===== src/rtl/l2_way_lookup_pkg.sv =====
// Shared L2 tag-lookup constants and types.
package l2_way_lookup_pkg;

  localparam int unsigned L2_WAYS  = 4;
  localparam int unsigned L2_SETS  = 8;
  localparam int unsigned L2_TAG_W = 9;
  localparam int unsigned L2_SET_W = $clog2(L2_SETS);
  localparam int unsigned L2_WAY_W = $clog2(L2_WAYS);

  typedef logic [L2_TAG_W-1:0] lc3b_c2_tag;
  typedef logic [L2_SET_W-1:0] lc3b_c2_set_idx;
  typedef logic [L2_WAY_W-1:0] lc3b_c2_way_idx;
  typedef logic [L2_WAYS-1:0]  lc3b_c2_way_vec;

endpackage


===== src/rtl/l2_way_lookup_plru_tree.sv =====
// Combinational tree-PLRU helper: victim pick from the current state, and the
// next state after touching one way. Node 0 is the root, children of n are
// 2n+1 (lower half) and 2n+2 (upper half); a 0 bit points at the lower half.
module plru_tree #(
  parameter int unsigned WAYS = 4
) (
  input  logic [WAYS-2:0]         state_i,
  input  logic [$clog2(WAYS)-1:0] way_i,
  output logic [WAYS-2:0]         next_o,
  output logic [WAYS-1:0]         victim_o
);

  localparam int unsigned WAY_W = $clog2(WAYS);

  logic [WAY_W-1:0] upd_node;
  logic [WAY_W-1:0] vic_node;
  logic [WAY_W-1:0] vic_idx;
  logic             dir;
  logic             vbit;

  // Walk the accessed way's path, flipping each node to point away from it,
  // and walk the stored pointers from the root to form the victim index.
  always_comb begin
    next_o   = state_i;
    upd_node = '0;
    vic_node = '0;
    vic_idx  = '0;
    dir      = 1'b0;
    vbit     = 1'b0;
    for (int unsigned lvl = 0; lvl < WAY_W; lvl++) begin
      dir              = way_i[WAY_W-1-lvl];
      next_o[upd_node] = ~dir;
      upd_node         = (upd_node << 1) + WAY_W'(1) + WAY_W'(dir);

      vbit                 = state_i[vic_node];
      vic_idx[WAY_W-1-lvl] = vbit;
      vic_node             = (vic_node << 1) + WAY_W'(1) + WAY_W'(vbit);
    end
    victim_o = WAYS'(1) << vic_idx;
  end

endmodule


===== src/rtl/l2_way_lookup.sv =====
// N-way L2 tag lookup with registered hit/way/victim response and
// tree-PLRU replacement. Fill and invalidate come from the L2 controller.
module l2_way_lookup
  import l2_way_lookup_pkg::*;
#(
  parameter int unsigned WAYS  = L2_WAYS,
  parameter int unsigned SETS  = L2_SETS,
  parameter int unsigned TAG_W = L2_TAG_W,
  parameter int unsigned SET_W = $clog2(SETS),
  parameter int unsigned WAY_W = $clog2(WAYS)
) (
  input  logic             clk,
  input  logic             reset_n,
  input  logic             lookup_req,
  input  logic [SET_W-1:0] lookup_set,
  input  logic [TAG_W-1:0] lookup_tag,
  output logic             resp_valid,
  output logic             resp_hit,
  output logic [WAYS-1:0]  resp_way,
  output logic [WAYS-1:0]  resp_victim,
  output logic             resp_multi_hit,
  input  logic             fill_en,
  input  logic [SET_W-1:0] fill_set,
  input  logic [WAY_W-1:0] fill_way,
  input  logic [TAG_W-1:0] fill_tag,
  input  logic             inval_en,
  input  logic [SET_W-1:0] inval_set
);

  logic [TAG_W-1:0] tag_q   [SETS][WAYS];
  logic [WAYS-1:0]  valid_q [SETS];
  logic [WAYS-2:0]  plru_q  [SETS];

  logic             resp_valid_q, resp_hit_q, resp_multi_q;
  logic [WAYS-1:0]  resp_way_q, resp_victim_q;

  logic [WAYS-1:0]  lk_valid, hit_vec, hit_low, inv_vec, inv_low;
  logic [WAYS-1:0]  victim_d, plru_victim;
  logic             hit_d, multi_d;
  logic [WAY_W-1:0] hit_idx;
  logic [WAYS-2:0]  lk_state, lk_next, fill_base, fill_next;

  plru_tree #(.WAYS(WAYS)) u_plru_lookup (
    .state_i  (lk_state),
    .way_i    (hit_idx),
    .next_o   (lk_next),
    .victim_o (plru_victim)
  );

  plru_tree #(.WAYS(WAYS)) u_plru_fill (
    .state_i  (fill_base),
    .way_i    (fill_way),
    .next_o   (fill_next),
    .victim_o ()
  );

  // Tag compare, lowest-index hit/invalid pick and victim select on pre-edge state.
  always_comb begin
    lk_valid = valid_q[lookup_set];
    lk_state = plru_q[lookup_set];
    hit_vec  = '0;
    for (int unsigned w = 0; w < WAYS; w++) begin
      hit_vec[w] = lk_valid[w] && (tag_q[lookup_set][w] == lookup_tag);
    end
    hit_low  = hit_vec & (~hit_vec + WAYS'(1));
    hit_d    = |hit_vec;
    multi_d  = |(hit_vec & (hit_vec - WAYS'(1)));
    inv_vec  = ~lk_valid;
    inv_low  = inv_vec & (~inv_vec + WAYS'(1));
    victim_d = (|inv_vec) ? inv_low : plru_victim;
    hit_idx  = '0;
    for (int unsigned w = 0; w < WAYS; w++) begin
      if (hit_low[w]) hit_idx = WAY_W'(w);
    end
    // Fill update is layered on top of a same-set hit update so fill wins shared nodes.
    fill_base = (lookup_req && hit_d && (lookup_set == fill_set)) ? lk_next : plru_q[fill_set];
  end

  // Tag storage: written on fill, intentionally not reset.
  always_ff @(posedge clk) begin
    if (fill_en) tag_q[fill_set][fill_way] <= fill_tag;
  end

  // Valid/PLRU state and registered response; fill follows inval so its way ends valid.
  always_ff @(posedge clk) begin
    if (!reset_n) begin
      for (int unsigned s = 0; s < SETS; s++) begin
        valid_q[s] <= '0;
        plru_q[s]  <= '0;
      end
      resp_valid_q  <= 1'b0;
      resp_hit_q    <= 1'b0;
      resp_multi_q  <= 1'b0;
      resp_way_q    <= '0;
      resp_victim_q <= '0;
    end else begin
      resp_valid_q <= lookup_req;
      if (lookup_req) begin
        resp_hit_q    <= hit_d;
        resp_multi_q  <= multi_d;
        resp_way_q    <= hit_low;
        resp_victim_q <= victim_d;
        if (hit_d) plru_q[lookup_set] <= lk_next;
      end
      if (inval_en) valid_q[inval_set] <= '0;
      if (fill_en) begin
        valid_q[fill_set][fill_way] <= 1'b1;
        plru_q[fill_set]            <= fill_next;
      end
    end
  end

  assign resp_valid     = resp_valid_q;
  assign resp_hit       = resp_hit_q;
  assign resp_way       = resp_way_q;
  assign resp_victim    = resp_victim_q;
  assign resp_multi_hit = resp_multi_q;

endmodule


===== config.mk =====
export PLATFORM = sky130hd
export DESIGN_NAME = l2_way_lookup
export DESIGN_NICKNAME = d
export VERILOG_FILES = /design/src/rtl/l2_way_lookup_pkg.sv /design/src/rtl/l2_way_lookup_plru_tree.sv /design/src/rtl/l2_way_lookup.sv
export SDC_FILE = /design/constraint.sdc
export NUM_CORES = 1
export LEC_CHECK = 0
export CORE_MARGIN = 5
export CORE_UTILIZATION = 61
export DETAILED_ROUTE_END_ITERATION = 7
export GPL_ROUTABILITY_DRIVEN = 0
export PLACE_DENSITY = 0.81
export SLEW_MARGIN = 5
export SYNTH_ARGS = -nofsm -noshare
export SYNTH_HDL_FRONTEND = slang
export SYNTH_SLANG_ARGS = --single-unit

===== constraint.sdc =====
create_clock -name clk -period 4.3 [get_ports clk]
set_input_delay 0.86 -clock clk [delete_from_list [all_inputs] [get_ports clk]]
set_output_delay 0.86 -clock clk [all_outputs]
set_load 0.01 [all_outputs]

==> results of run 1 <==
==> stage by stage <==
stage | instance area [sq um] | util, % | setup TNS [ns] | total power [mW]
floorplan | 15230 | - | 0 | 4.192
global placement | 16600 | 67.84 | 0 | 4.426
detailed placement | 16600 | 67.84 | -2.013 | 4.443
CTS | 17630 | 72.08 | 0 | 7.196
global route | 17630 | 72.08 | 0 | 7.410
finish | 17630 | 72.08 | 0 | 7.199
==> sequential cells by signal, summed over array words and instances (netlist names) <==
register and cells:
tag_q 288, valid_q 32, plru_q 24, resp_victim 4, resp_way 4, resp_hit 1, resp_multi_hit 1, resp_valid 1
==> area by class of cell <==
cell class | instances | area share [%]
Inverter | 7 | 0.1490
Multi-Input combinational cell | 596 | 26.39
Clock inverter | 15 | 0.3903
Tap cell | 324 | 2.299
Sequential cell | 355 | 58.02
Timing Repair Buffer | 149 | 7.267
Clock buffer | 48 | 5.485
==> path summary, 6_finish.rpt <==
check,endpoint,slack (ns),depth (start not counted)
min,resp_victim[1],0.48,1
max,plru_q[5][2],0.27,10
min reg2reg,resp_victim[1],0.48,1
max reg2reg,plru_q[3][2],0.96,8
==> logic make-up after synthesis <==
kind of cell    count (synthesis)  share of synthesized area [%]
compound gates                220                          10.43
xor+xnor                       30                          1.725
fa+ha+maj                       1                        0.06572
buf+inv                        69                          2.292
flops                         355                          67.16
mux                           115                          10.28
simple gates                  230                          8.050
==> worst max-delay path, cell delays in order <==
cell,delay [ns]
buf_2,0.16
nor2b_1,0.87
a22oi_1,0.27
and3_1,0.27
o221ai_1,0.27
nor3_4,0.08
o21bai_4,0.18
or2b_2,0.31
o21ai_1,0.68
o211ai_1,0.28
==> report_power, final <==
group	leakage (nW)	switching [mW]	total (mW)	internal, mW
sequential	3.18	0.0190	3.82	3.80
clock	0.507	1.23	2.81	1.58
combinational	2.29	0.353	0.576	0.223
total	5.99	1.60	7.20	5.60
==> metal layers <==
layer	routed length, um	part of all wire [%]	vias to the layer above	global-route usage (%)
met2	19270	46	767	45.39
met3	5195	12	176	8.089
met5	0	0	-	0
met1	15420	37	5005	39.65
met4	2151	5.1	0	12.95
li1	-	-	4278	-
==> cell usage in the layout, fill, tap and decap left out, types with 16 or more instances in the layout <==
master / count
a221oi_1: 25
buf_4: 102
a22oi_1: 29
edfxtp_1: 312
nor2_1: 58
nor2b_1: 43
clkbuf_16: 37
mux2_2: 29
nand2_1: 43
dfxtp_1: 43
mux4_2: 30
a21oi_1: 46
clkdlybuf4s50_1: 41
xor2_1: 20
mux2i_1: 54
o22ai_1: 16
==> synthesized netlist by cell type, drive strengths merged (4+ instances only) <==
master / n / area share [%]
and3: 12 / 0.49
mux2: 31 / 2.3
nor2: 59 / 1.5
dfxtp: 43 / 5.7
a211oi: 12 / 0.59
o21ai: 17 / 0.56
xnor2: 10 / 0.57
a21boi: 4 / 0.20
clkbuf: 27 / 0.67
nand3: 13 / 0.43
nor2b: 43 / 1.8
edfxtp: 312 / 62
xor2: 20 / 1.2
a21oi: 46 / 1.5
mux4: 30 / 4.4
o211ai: 5 / 0.25
o221ai: 4 / 0.23
or2: 5 / 0.21
nor3: 7 / 0.30
a221oi: 25 / 1.4
nand2b: 6 / 0.25
mux2i: 54 / 3.5
nor4: 6 / 0.25
and3b: 5 / 0.29
a221o: 9 / 0.59
a31o: 8 / 0.46
nand2: 43 / 1.1
nor3b: 5 / 0.28
o311ai: 4 / 0.23
and2: 11 / 0.45
o22ai: 16 / 0.66
a22o: 11 / 0.63
inv: 6 / 0.15
a22oi: 29 / 1.4
buf: 35 / 1.5
nand3b: 4 / 0.20
a31oi: 10 / 0.41
==> flow_metrics.tcl, run 1 <==
set metrics [dict create \
    yosysUniqueCellTypes 70 \
    cts_tree "done" \
    multi_input_area_sq_mm 0.004653 \
    cp-start-kind "primary input" \
    core.rowCount 57 \
    core_sq_mm 0.02446 \
    worst_hold_slack_ns 0.4765 \
    synth_edf_count 312 \
    seqCellArea_sq_mm 0.01023 \
    grt_pass1_wl_um 62360 \
    drive_gt1_share_pct 19.32 \
    clkSlewWorstSetupHoldPaths_ns 0.06 \
    ios 45 \
    grtUsageTotal_pct 29.40 \
    syn_area_sq_mm 0.01523 \
    critical_path_class "in2reg" \
    hold_viol 0 \
    critPathCaptureType "flip-flop" \
    cts_hold_buffers 0 \
    vdd_ir_drop_max_uv 316.8 \
    nFillCells 1507 \
    dieArea_sq_mm 0.02823 \
    status "finished clean" \
    worst-slew-pin-transition_ns 1.352 \
    required_ns 4.51 \
    fin_skew_ns 0.02318 \
    numCtsBuffers 36 \
    syn2layout_area_growth_pct 15.75 \
    min_path_type "reg2reg" \
    cts_root_buf "clkbuf_16" \
    syn_inst 1020 \
    drt_wl_total_um 42030 \
    dp.cells 1431 \
    drc 0 \
    yosys_warnings 0 \
    cp-startpoint "lookup_set[0]" \
    min_from "resp_victim[1]" \
    crit_fanout 9 \
    place_ws_ns -0.1031 \
    rsz0062_at_grt "no" \
    postRouteAntennaNets 0 \
    grt_antenna_before_repair 0 \
    syn_nets 1054 \
    cts_resized 0 \
    cap_violations 0 \
    fin_crit_sh_pct 93.81 \
    port_buffers 44 \
    drt_iter0_drc 1560 \
    grt_pass1_vias 10099 \
    yosysSeqAreaShare_pct 67.16 \
    grt.overflow.total 0 \
    die_w_um 168.0 \
    diodes 0 \
    grt_max_degree 56 \
    die_height_um 168.0 \
    regToRegStartpoint "tag_q[1][5]" \
    avgSynthCellArea_sq_um 14.93 \
    post_drt_wl_per_cell_um 28.13 \
    timing.final.ws_setup_ns 0.2660 \
    synthArstFlopShare_pct 0 \
    setup_viol 0 \
    p_per_area_mw_per_mm2 408.3 \
    fmax_ghz 0.2479 \
    cts_buffer_depth 3 \
    slew_headroom_pct 9.558 \
    via_per_inst 6.845 \
    insertion_delay_ns 0.52 \
    p_leak_nw 5.986 \
    cts_setup_buffers 0 \
    period_needed_ns 4.034 \
    synthFlopType "edfxtp_1" \
    h-tree-depth 2 \
    num_vias 10226 \
    final_net_count 1179 \
    drt_first_pass_iters 6 \
    fin_cells 1494 \
    start_util_pct 62.27 \
    ys_seq_elements 355 \
    slew_viol_final 0 \
    cp.arrival_ns 4.25 \
    dp_hpwl_um 27050 \
    cts.sinks 355 \
]
Power figures use the tool's default switching activity.
==> inputs of run 2 (changes only) <==
--- a/config.mk
+++ b/config.mk
@@ -5,6 +5,7 @@
 export SDC_FILE = /design/constraint.sdc
 export NUM_CORES = 1
 export LEC_CHECK = 0
+export ABC_AREA = 0
 export CORE_MARGIN = 5
 export CORE_UTILIZATION = 61
 export DETAILED_ROUTE_END_ITERATION = 7
==> results of run 2 <==
Final layout, timing and power as in run 1 (identical DEF).
==> inputs of run 3 (changes only) <==
--- a/config.mk
+++ b/config.mk
@@ -7,10 +7,11 @@
 export LEC_CHECK = 0
 export ABC_AREA = 0
 export CORE_MARGIN = 5
-export CORE_UTILIZATION = 61
+export CORE_UTILIZATION = 64
+export CTS_BUF_LIST = sky130_fd_sc_hd__clkbuf_8
 export DETAILED_ROUTE_END_ITERATION = 7
 export GPL_ROUTABILITY_DRIVEN = 0
-export PLACE_DENSITY = 0.81
+export PLACE_DENSITY = 0.87
 export SLEW_MARGIN = 5
 export SYNTH_ARGS = -nofsm -noshare
 export SYNTH_HDL_FRONTEND = slang
==> run 3 against run 2 <==
  * Die area down 4.4%
  * Via count up 2.1%
  * Worst hold slack worse by 0.0079 ns
  * Non-clock buffer count down 1
  * Utilization up 2.9 points
  * Clock power down 7.8%
  * Clock skew up 0.0048 ns
  * Flip-flop and latch count unchanged
  * Register-to-register slack worse by 0.10 ns
  * Clock-buffer cell count up 11
  * Sequential power about the same
  * Maximum frequency up 1.2%
  * Highest routed layer unchanged
==> flow_metrics.tcl, run 3 (synthesized netlist as in run 1, its figures left out) <==
set metrics [dict create \
    status "finished clean" \
    cts_tree "done" \
    hold_end "resp_victim[3]" \
    h-tree-depth 2 \
    slew_headroom_pct 9.003 \
    core.rowCount 56 \
    p_per_area_mw_per_mm2 396.9 \
    min_path_type "reg2reg" \
    final_common_cell "edfxtp_1" \
    fin_cells 1524 \
    via_per_inst 6.850 \
    drt_wl_total_um 41580 \
    top_register "tag_q" \
    postRouteAntennaNets 0 \
    critPathCaptureType "flip-flop" \
    core_sq_mm 0.02347 \
    ios 45 \
    grt_antenna_before_repair 0 \
    nFillCells 1288 \
    drt_iter0_drc 1887 \
    final_net_count 1195 \
    r2r_cells 9 \
    crit_chain "buf_4 > buf_4 > nor2b_1 > buf_4 > a221o_1 > o2bb2ai_1 > xor2_1 > nor4_1 > nand3_1 > or2b_2 > o21ai_1 > o311ai_1" \
    drt_first_pass_iters 6 \
    die_w_um 164.3 \
    port_buffers 44 \
    num_vias 10439 \
    insertion_delay_ns 0.59 \
    crit_fanout 30 \
    period_needed_ns 3.987 \
    post_drt_wl_per_cell_um 27.28 \
    cts_root_buf "clkbuf_8" \
    required_ns 4.51 \
    cts_buffer_depth 3 \
    dieArea_sq_mm 0.02699 \
    cap_violations 0 \
    hold_depth 2 \
    clkSlewWorstSetupHoldPaths_ns 0.06 \
    fin_skew_ns 0.02802 \
    worst-r2r-setup-slack_ns 0.86 \
    reg_top3 "tag_q x288, valid_q x32, plru_q x24" \
    grt_pass1_wl_um 62230 \
    drc 0 \
    dp.cells 1425 \
    die_height_um 164.3 \
    largest_reg_flops 288 \
    hold_viol 0 \
    min_from "resp_victim[3]" \
    slew_viol_final 0 \
    vdd_ir_drop_max_uv 218.5 \
    syn2layout_area_growth_pct 15.49 \
    grtUsageTotal_pct 31.27 \
    drive_gt1_share_pct 20.41 \
    setup_viol 0 \
    stdcell_area_sq_mm 0.01759 \
    crit_path_max_incr_delay_ns 0.56 \
    rr_endpoint "plru_q[7][2]" \
    cp.arrival_ns 4.19 \
    fmax_ghz 0.2508 \
    cp-start-kind "primary input" \
    cp_slowest_cell "o311ai_1" \
    place_ws_ns -0.02528 \
    dpl_cell_area_sq_mm 0.01658 \
    diodes 0 \
    cts_setup_buffers 0 \
    p_leak_nw 6.095 \
    grt.overflow.total 0 \
    mostFrequentLayoutCells "edfxtp_1, buf_4, clkbuf_8" \
    grt_pass1_vias 10374 \
    dp_hpwl_um 26560 \
    worst-slew-pin-transition_ns 1.361 \
    start_util_pct 64.89 \
    numCtsBuffers 53 \
    rsz0062_at_grt "no" \
    fin_crit_sh_pct 92.71 \
    regToRegStartpoint "tag_q[2][10]" \
    critical_path.most_common_cell "buf_4" \
    cp-startpoint "lookup_set[1]" \
    critical_path_class "in2reg" \
    timing.final.ws_setup_ns 0.3135 \
    cts.sinks 355 \
    grt_max_degree 46 \
    cts_hold_buffers 0 \
    cts_resized 0 \
]
==> run 3: cell types whose count changed in the layout (fill, tap and decap cells not counted), sizes merged <==
| cell | before | now |
|---|---|---|
| inv | 6 | 35 |
| bufinv | 0 | 1 |
| clkbuf | 48 | 59 |
| clkinv | 15 | 10 |
| buf | 108 | 107 |
==> run 3: layout make-up <==
type / count / area [sq um] / share of cell area (%)
Timing Repair Buffer: 148 / 1274 / 7.240
Tap cell: 319 / 399.1 / 2.269
Multi-Input combinational cell: 596 / 4653 / 26.45
Clock buffer: 59 / 812.0 / 4.616
Clock inverter: 40 / 197.7 / 1.124
Sequential cell: 355 / 10230 / 58.15
Inverter: 7 / 26.28 / 0.1494
==> run 3: worst max-delay path by stage <==
| stage | slack, ns | to |
|---|---|---|
| 6_report | 0.31 | plru_q[7][2] |
| 2_1_floorplan | 0.36 | plru_q[6][0] |
| 4_1_cts | 0.49 | plru_q[7][2] |
| 3_5_place_dp | -0.03 | plru_q[7][2] |
| 5_1_grt | 0.17 | plru_q[3][2] |
| 3_3_place_gp | 0.06 | plru_q[3][0] |
==> run 3: layer usage <==
layer / global-route usage [%] / share of wire (%) / up-vias
met4: 13.65 / 5.4 / 0
met5: 0 / 0 / -
met3: 7.729 / 14 / 198
met2: 48.69 / 46 / 929
met1: 42.44 / 34 / 4986
li1: - / - / 4326
==> run 3: report_power, final <==
| part | leakage (nW) | switching [mW] | internal [mW] | total, mW |
|---|---|---|---|---|
| Clock | 0.622 | 1.27 | 1.32 | 2.59 |
| Combinational | 2.29 | 0.355 | 0.222 | 0.577 |
| Sequential | 3.18 | 0.0179 | 3.80 | 3.82 |
| Total | 6.10 | 1.64 | 5.34 | 6.98 |
==> run 3: metrics by stage <==
step	hold slack (ns)	util (%)	setup TNS (ns)	power, mW
finish	0.4686	74.95	0	6.982
floorplan	0.4714	-	0	4.192
global placement	0.4514	70.65	0	4.417
detailed placement	0.4690	70.65	-0.2329	4.439
global route	0.5072	74.95	0	7.184
CTS	0.4762	74.95	0	6.961
==> run 3: worst max-delay path: cells and delay by family <==
family          cells  cell delay (ns)
compound gates      4             1.33
xor+xnor            1             0.19
buf+inv             3             0.86
simple gates        4             0.93
==> RTL change 1 (flow settings as in run 2) <==
Make the reset (`reset_n`) asynchronous in one clocked block.
--- a/src/rtl/l2_way_lookup.sv
+++ b/src/rtl/l2_way_lookup.sv
@@ -82,7 +82,7 @@
   end
 
   // Valid/PLRU state and registered response; fill follows inval so its way ends valid.
-  always_ff @(posedge clk) begin
+  always_ff @(posedge clk or negedge reset_n) begin
     if (!reset_n) begin
       for (int unsigned s = 0; s < SETS; s++) begin
         valid_q[s] <= '0;
Formal check against the unedited RTL: differs if reset_n is asserted again (counterexample within 4 cycles, from zero or initial values and one cycle with reset_n low); with reset_n held inactive, the same outputs for 4 cycles.
==> RTL change 1 against run 2 <==
Core utilization shrank 0.37 points; sequential cell count is the same; worst setup slack gained 0.20 ns; design area grew 1.8%; cell count shrank 0.74%; wire length shrank 4.4%; synthesized area grew 1.1%; critical path depth grew 4; power grew 9.9%; first-iteration DRC count shrank 16%; critical path type unchanged; die area grew 1.0%; global-route usage shrank 1.1 points.
==> RTL change 1: results (changes against run 2) <==
* **clock latency on the worst-skew pair** 0.53 ns
* **all-layer global routing usage** 28.30%, -1.1 points
* **placed cell area** 16790 µm², +1.2%
* **leakage power summed over all cells** 6.763 nW, +13%
* **wire length on met3** 4235 µm, -18%
* **first-pass GRT wire length** 60360 µm, -3.2%
* **setup slack at placement** 0.02620 ns, +0.1293 ns
* **slew of the pin with the lowest slew margin** 1.267 ns, -0.08552 ns
* **port buffer count** 44, unchanged
* **final layout net count** 1159, -1.7%
* **number of setup buffers added after CTS** 0, unchanged
* **clock transition at the registers of the reported paths** 0.06 ns, about the same
* **drt first-iter violations** 1307, -16%
* **number of cells in the design after placement** 1417, -0.98%
* **1st-pass router iterations** 6, unchanged
* **Final Hold Vio Count** 0, unchanged
* **library cell used as clock root buffer** sky130_fd_sc_hd__clkbuf_16
* **Finished Layout Cells** 1483, -0.74%
* **setup total negative slack** 0 ns, unchanged
* **met2 wirelength from detailed routing** 19190 µm, -0.40%
* **warnings from Yosys** 0, unchanged
* **stage delay of the slowest cell on the critical path** 0.45 ns, -0.42 ns
* **clk_skew** 0.02157 ns, -0.001610 ns
* **number of gates resized after CTS** 0, unchanged
* **routed wirelength normalized by instance count** 27.09 µm, -3.7%
* **number of enable-type register cells in the synthesized netlist** 288, -7.7%
* **uppermost layer routed** met4
* **top fanout value on the critical path** 10, +1
* **switching share of power** 23.29%, +1.1 points
* **number of different library cells in the post-synthesis netlist** 61, -13%
* **H-tree level count** 2, unchanged
* **most numerous cell types in the synthesized netlist** 288 x sky130_fd_sc_hd__edfxtp_1, 87 x sky130_fd_sc_hd__mux2i_1, 67 x sky130_fd_sc_hd__dfrtp_1
* **type of the most critical hold path** reg -> reg
* **result of the run** finished, final reports clean
* **share of final-layout standard cells stronger than drive strength 1** 19.43%, +0.11 points
* **vias in the first global route** 10050, -0.53%
* **met1 layer wirelength in the final routing** 15020 µm, -2.6%
* **mean area per synthesized cell** 15.38 µm², +3.0%
* **routed via count divided by cell count** 6.711, -2.0%
* **synth top area cells** sky130_fd_sc_hd__edfxtp_1 56%, sky130_fd_sc_hd__dfrtp_1 11%, sky130_fd_sc_hd__mux2i_1 5.7%, sky130_fd_sc_hd__mux4_2 5.1%, sky130_fd_sc_hd__a21o_1 1.7%
* **leading registers by flop count** tag_q (288), valid_q (32), plru_q (24)
* **Worst Path Arrival** 4.30 ns, +0.05 ns
* **slowest CP cell** sky130_fd_sc_hd__or4_1
* **total half-perimeter wirelength after legalization and detailed placement** 25780 µm, -4.7%
* **total inserted antenna cells** 0, unchanged
* **maximum number of pins on one net before global-route repair** 49, -13%
* **async set-or-reset flop fraction in the synthesized netlist** 18.87%, +19 points
* **post-synthesis sequential area ratio** 67.05%, -0.11 points
* **worst vdd ir** 0.3778 mV, +19%
* **remaining antenna violation count after routing** 0, unchanged
* **Num CTS Buffers** 36, unchanged
* **Mapped Nets** 1035, -1.8%
* **Most used DFF post-synth** sky130_fd_sc_hd__edfxtp_1
* **antenna violations before repair** 1, +1
==> RTL change 1: cell count changes after synthesis, sizes merged, moves of 16 or more <==
cell    before  now
a21oi       46   30
dfrtp        0   67
mux2i       54   87
a21o         0   35
nor2b       43   16
edfxtp     312  288
dfxtp       43    0
==> RTL change 1: power by group through the flow <==
stage | combinational (mW) | clock, mW | sequential (mW)
final | 0.856 | 3.08 | 3.98
after global routing | 0.914 | 3.26 | 3.98
after global placement | 0.810 | 0 | 4.03
after floorplan | 0.527 | 0 | 4.00
after detailed placement | 0.840 | 0 | 4.04
after CTS | 0.849 | 3.11 | 3.97
==> RTL change 1: final cells by class <==
class                   instances  area (µm²)
inverters                      10       37.54
flip-flops and latches        355       10320
well taps                     330       412.9
clock inverters                19       177.7
repair buffers                145        1284
fillers                      1595        7084
clock buffers                  47       983.4
multi-input cells             577        4732
==> RTL change 1: final timing paths <==
path	startpoint	to	slack (ns)	depth (start not counted)
setup / recovery	lookup_set[0]	plru_q[8]	0.47	14
hold reg to reg	valid_q[21]	valid_q[21]	0.48	1
max in group asynchronous	reset_n	valid_q[0]	2.83	2
min in group asynchronous	reset_n	plru_q[15]	0.55	1
setup reg to reg	tag_q[3][9]	plru_q[8]	0.62	11
hold / removal	valid_q[21]	valid_q[21]	0.48	1
==> RTL change 1: routing by layer <==
layer	track usage, %	up-vias
li1	-	4200
met1	38.31	4999
met2	45.22	634
met3	6.002	119
met4	11.89	0
met5	0	-
==> RTL change 1: logic make-up after synthesis <==
logic type / after synthesis / synth area share [%]
multiplexers: 153 / 13.04
AO/OA/AOI/OAI: 195 / 9.465
flip-flops: 355 / 67.05
buffers and inverters: 69 / 2.226
XOR/XNOR: 26 / 1.479
AND/OR/NAND/NOR: 203 / 6.744
==> RTL change 1: worst max-delay path: cells and delay by family <==
kind | cells | cell delay (ns)
compound gates | 6 | 1.50
buf+inv | 4 | 0.62
simple gates | 4 | 1.31
==> RTL change 1: metrics by stage <==
stage / hold slack [ns] / util, %
finish: 0.4778 / 71.70
floorplan: 0.4441 / -
detailed placement: 0.4619 / 67.07
global placement: 0.4529 / 67.07
CTS: 0.4753 / 71.70
global route: 0.4896 / 71.70
==> RTL change 2 (flow settings as in run 2) <==
Without the edit above. Set the package constant `L2_TAG_W` to 13 (it was 9).
--- a/src/rtl/l2_way_lookup_pkg.sv
+++ b/src/rtl/l2_way_lookup_pkg.sv
@@ -3,7 +3,7 @@
 
   localparam int unsigned L2_WAYS  = 4;
   localparam int unsigned L2_SETS  = 8;
-  localparam int unsigned L2_TAG_W = 9;
+  localparam int unsigned L2_TAG_W = 13;
   localparam int unsigned L2_SET_W = $clog2(L2_SETS);
   localparam int unsigned L2_WAY_W = $clog2(L2_WAYS);
 
Interface: changed (resized fill_tag and lookup_tag); port bits go from 45 to 53. The function was not compared with the original's and may differ.
==> RTL change 2 against run 2 <==
Power grew 43%; worst setup slack better by 0.17 ns; sequential cell count is 128 higher; design area is 34% higher; count of clock-buffer cells in the layout is 14 higher; synthesized area increased by 33%; combinational power up 35%; critical path depth grew 2; wire length increased by 32%.
==> RTL change 2: results (changes against run 2) <==
* **result of the run** finished, final reports clean
* **post-synthesis sequential area ratio** 69.44%, +2.3 points
* **maximum number of pins on one net before global-route repair** 46, -18%
* **clock buf count** 62, +29%
* **Global Route met3 Usage** 5.535%, -2.6 points
* **placed cell area** 22010 µm², +33%
* **number of cells in the design after placement** 1831, +28%
* **Num CTS Buffers** 47, +31%
* **total half-perimeter wirelength after legalization and detailed placement** 34610 µm, +28%
* **Largest delay share family, worst path** simple AND/OR/NAND/NOR gates
* **Worst Path Arrival** 4.27 ns, +0.02 ns
* **first-pass GRT wire length** 81560 µm, +31%
* **leakage power summed over all cells** 8.097 nW, +35%
* **drt first-iter violations** 1865, +20%
* **number of enable-type register cells in the synthesized netlist** 440, +41%
* **vias in the first global route** 12830, +27%
* **mean area per synthesized cell** 15.90 µm², +6.4%
* **headroom to the max-slew limit** 10.69%, +1.1 points
* **synth top area cells** sky130_fd_sc_hd__edfxtp_1 65%, sky130_fd_sc_hd__mux2i_1 5.5%, sky130_fd_sc_hd__dfxtp_1 4.2%, sky130_fd_sc_hd__mux4_2 3.7%, sky130_fd_sc_hd__a22oi_1 1.8%
* **total vias in the final route** 13060, +28%
* **top fanout value on the critical path** 23, +14
* **routed wirelength normalized by instance count** 28.91 µm, +2.8%
* **number of multi-input logic gates** 718, +20%
* **multi-input combinational cell area** 5763 µm², +24%
* **combinational group share of total power** 7.6%, -0.4 points
* **clk_skew** 0.02152 ns, -0.001655 ns
* **clock network area share** 6.787%, +0.91 points
* **total of flip-flops plus latches after synthesis** 483, +36%
* **core utilization of the finished layout** 72.22%, +0.14 points
* **non-clock buffer contribution to total cell area** 6.766%, -0.50 points
* **port buffer count** 52, +18%
* **switching component of the power** 2.226 mW, +39%
* **setup slack at placement** -0.03042 ns, +0.07271 ns
* **clock latency on the worst-skew pair** 0.56 ns, +0.04 ns
* **share of final-layout standard cells stronger than drive strength 1** 19.53%, +0.21 points
* **Mapped Nets** 1317, +25%
* **Hold Path Depth** 2, +1
* **all-layer global routing usage** 30.18%, +0.79 points
* **multi-input gate share of total cell area** 24.40%, -2.0 points
* **worst vdd ir** 0.2721 mV, -14%
* **sequential cell area** 14070 µm², +38%
* **met2 wirelength from detailed routing** 25470 µm, +32%
* **Global Route met2 Usage** 47.20%, +1.8 points
* **wire length on met3** 6850 µm, +32%
* **Filler Cell Count** 1978, +31%
* **slowest CP cell** sky130_fd_sc_hd__nor2_1
* **cell depth of the worst flop-to-flop path** 9, +1
* **leading registers by flop count** tag_q (416), valid_q (32), plru_q (24)
RTL change 2: cell types whose count changed after synthesis, sizes merged, moves of 7 or more:
| cell | delta |
|---|---|
| a211oi | -11 |
| a22oi | +19 |
| a31o | -8 |
| and3 | -7 |
| buf | +7 |
| edfxtp | +128 |
| mux2i | +58 |
| nand2 | +14 |
| nand3 | +16 |
| nand4 | +9 |
| o21ai | +12 |
| xnor2 | +11 |
| xor2 | +11 |
RTL change 2: worst paths after layout:
path                            slack [ns]            to     startpoint
worst min register to register        0.49   resp_way[2]    resp_way[2]
worst min-delay path                  0.49   resp_way[2]    resp_way[2]
worst max-delay path                  0.43  plru_q[6][2]  lookup_set[0]
worst max register to register        0.89  plru_q[5][1]   tag_q[4][22]
RTL change 2: kinds of logic after synthesis:
logic type,count (synthesis),synth area share [%]
DFF,483,69.44
muxes,178,11.07
and+or+nand+nor,259,6.914
AOI/OAI and AO/OA,229,8.180
buffers and inverters,74,2.154
xor gates and xnor gates,52,2.247
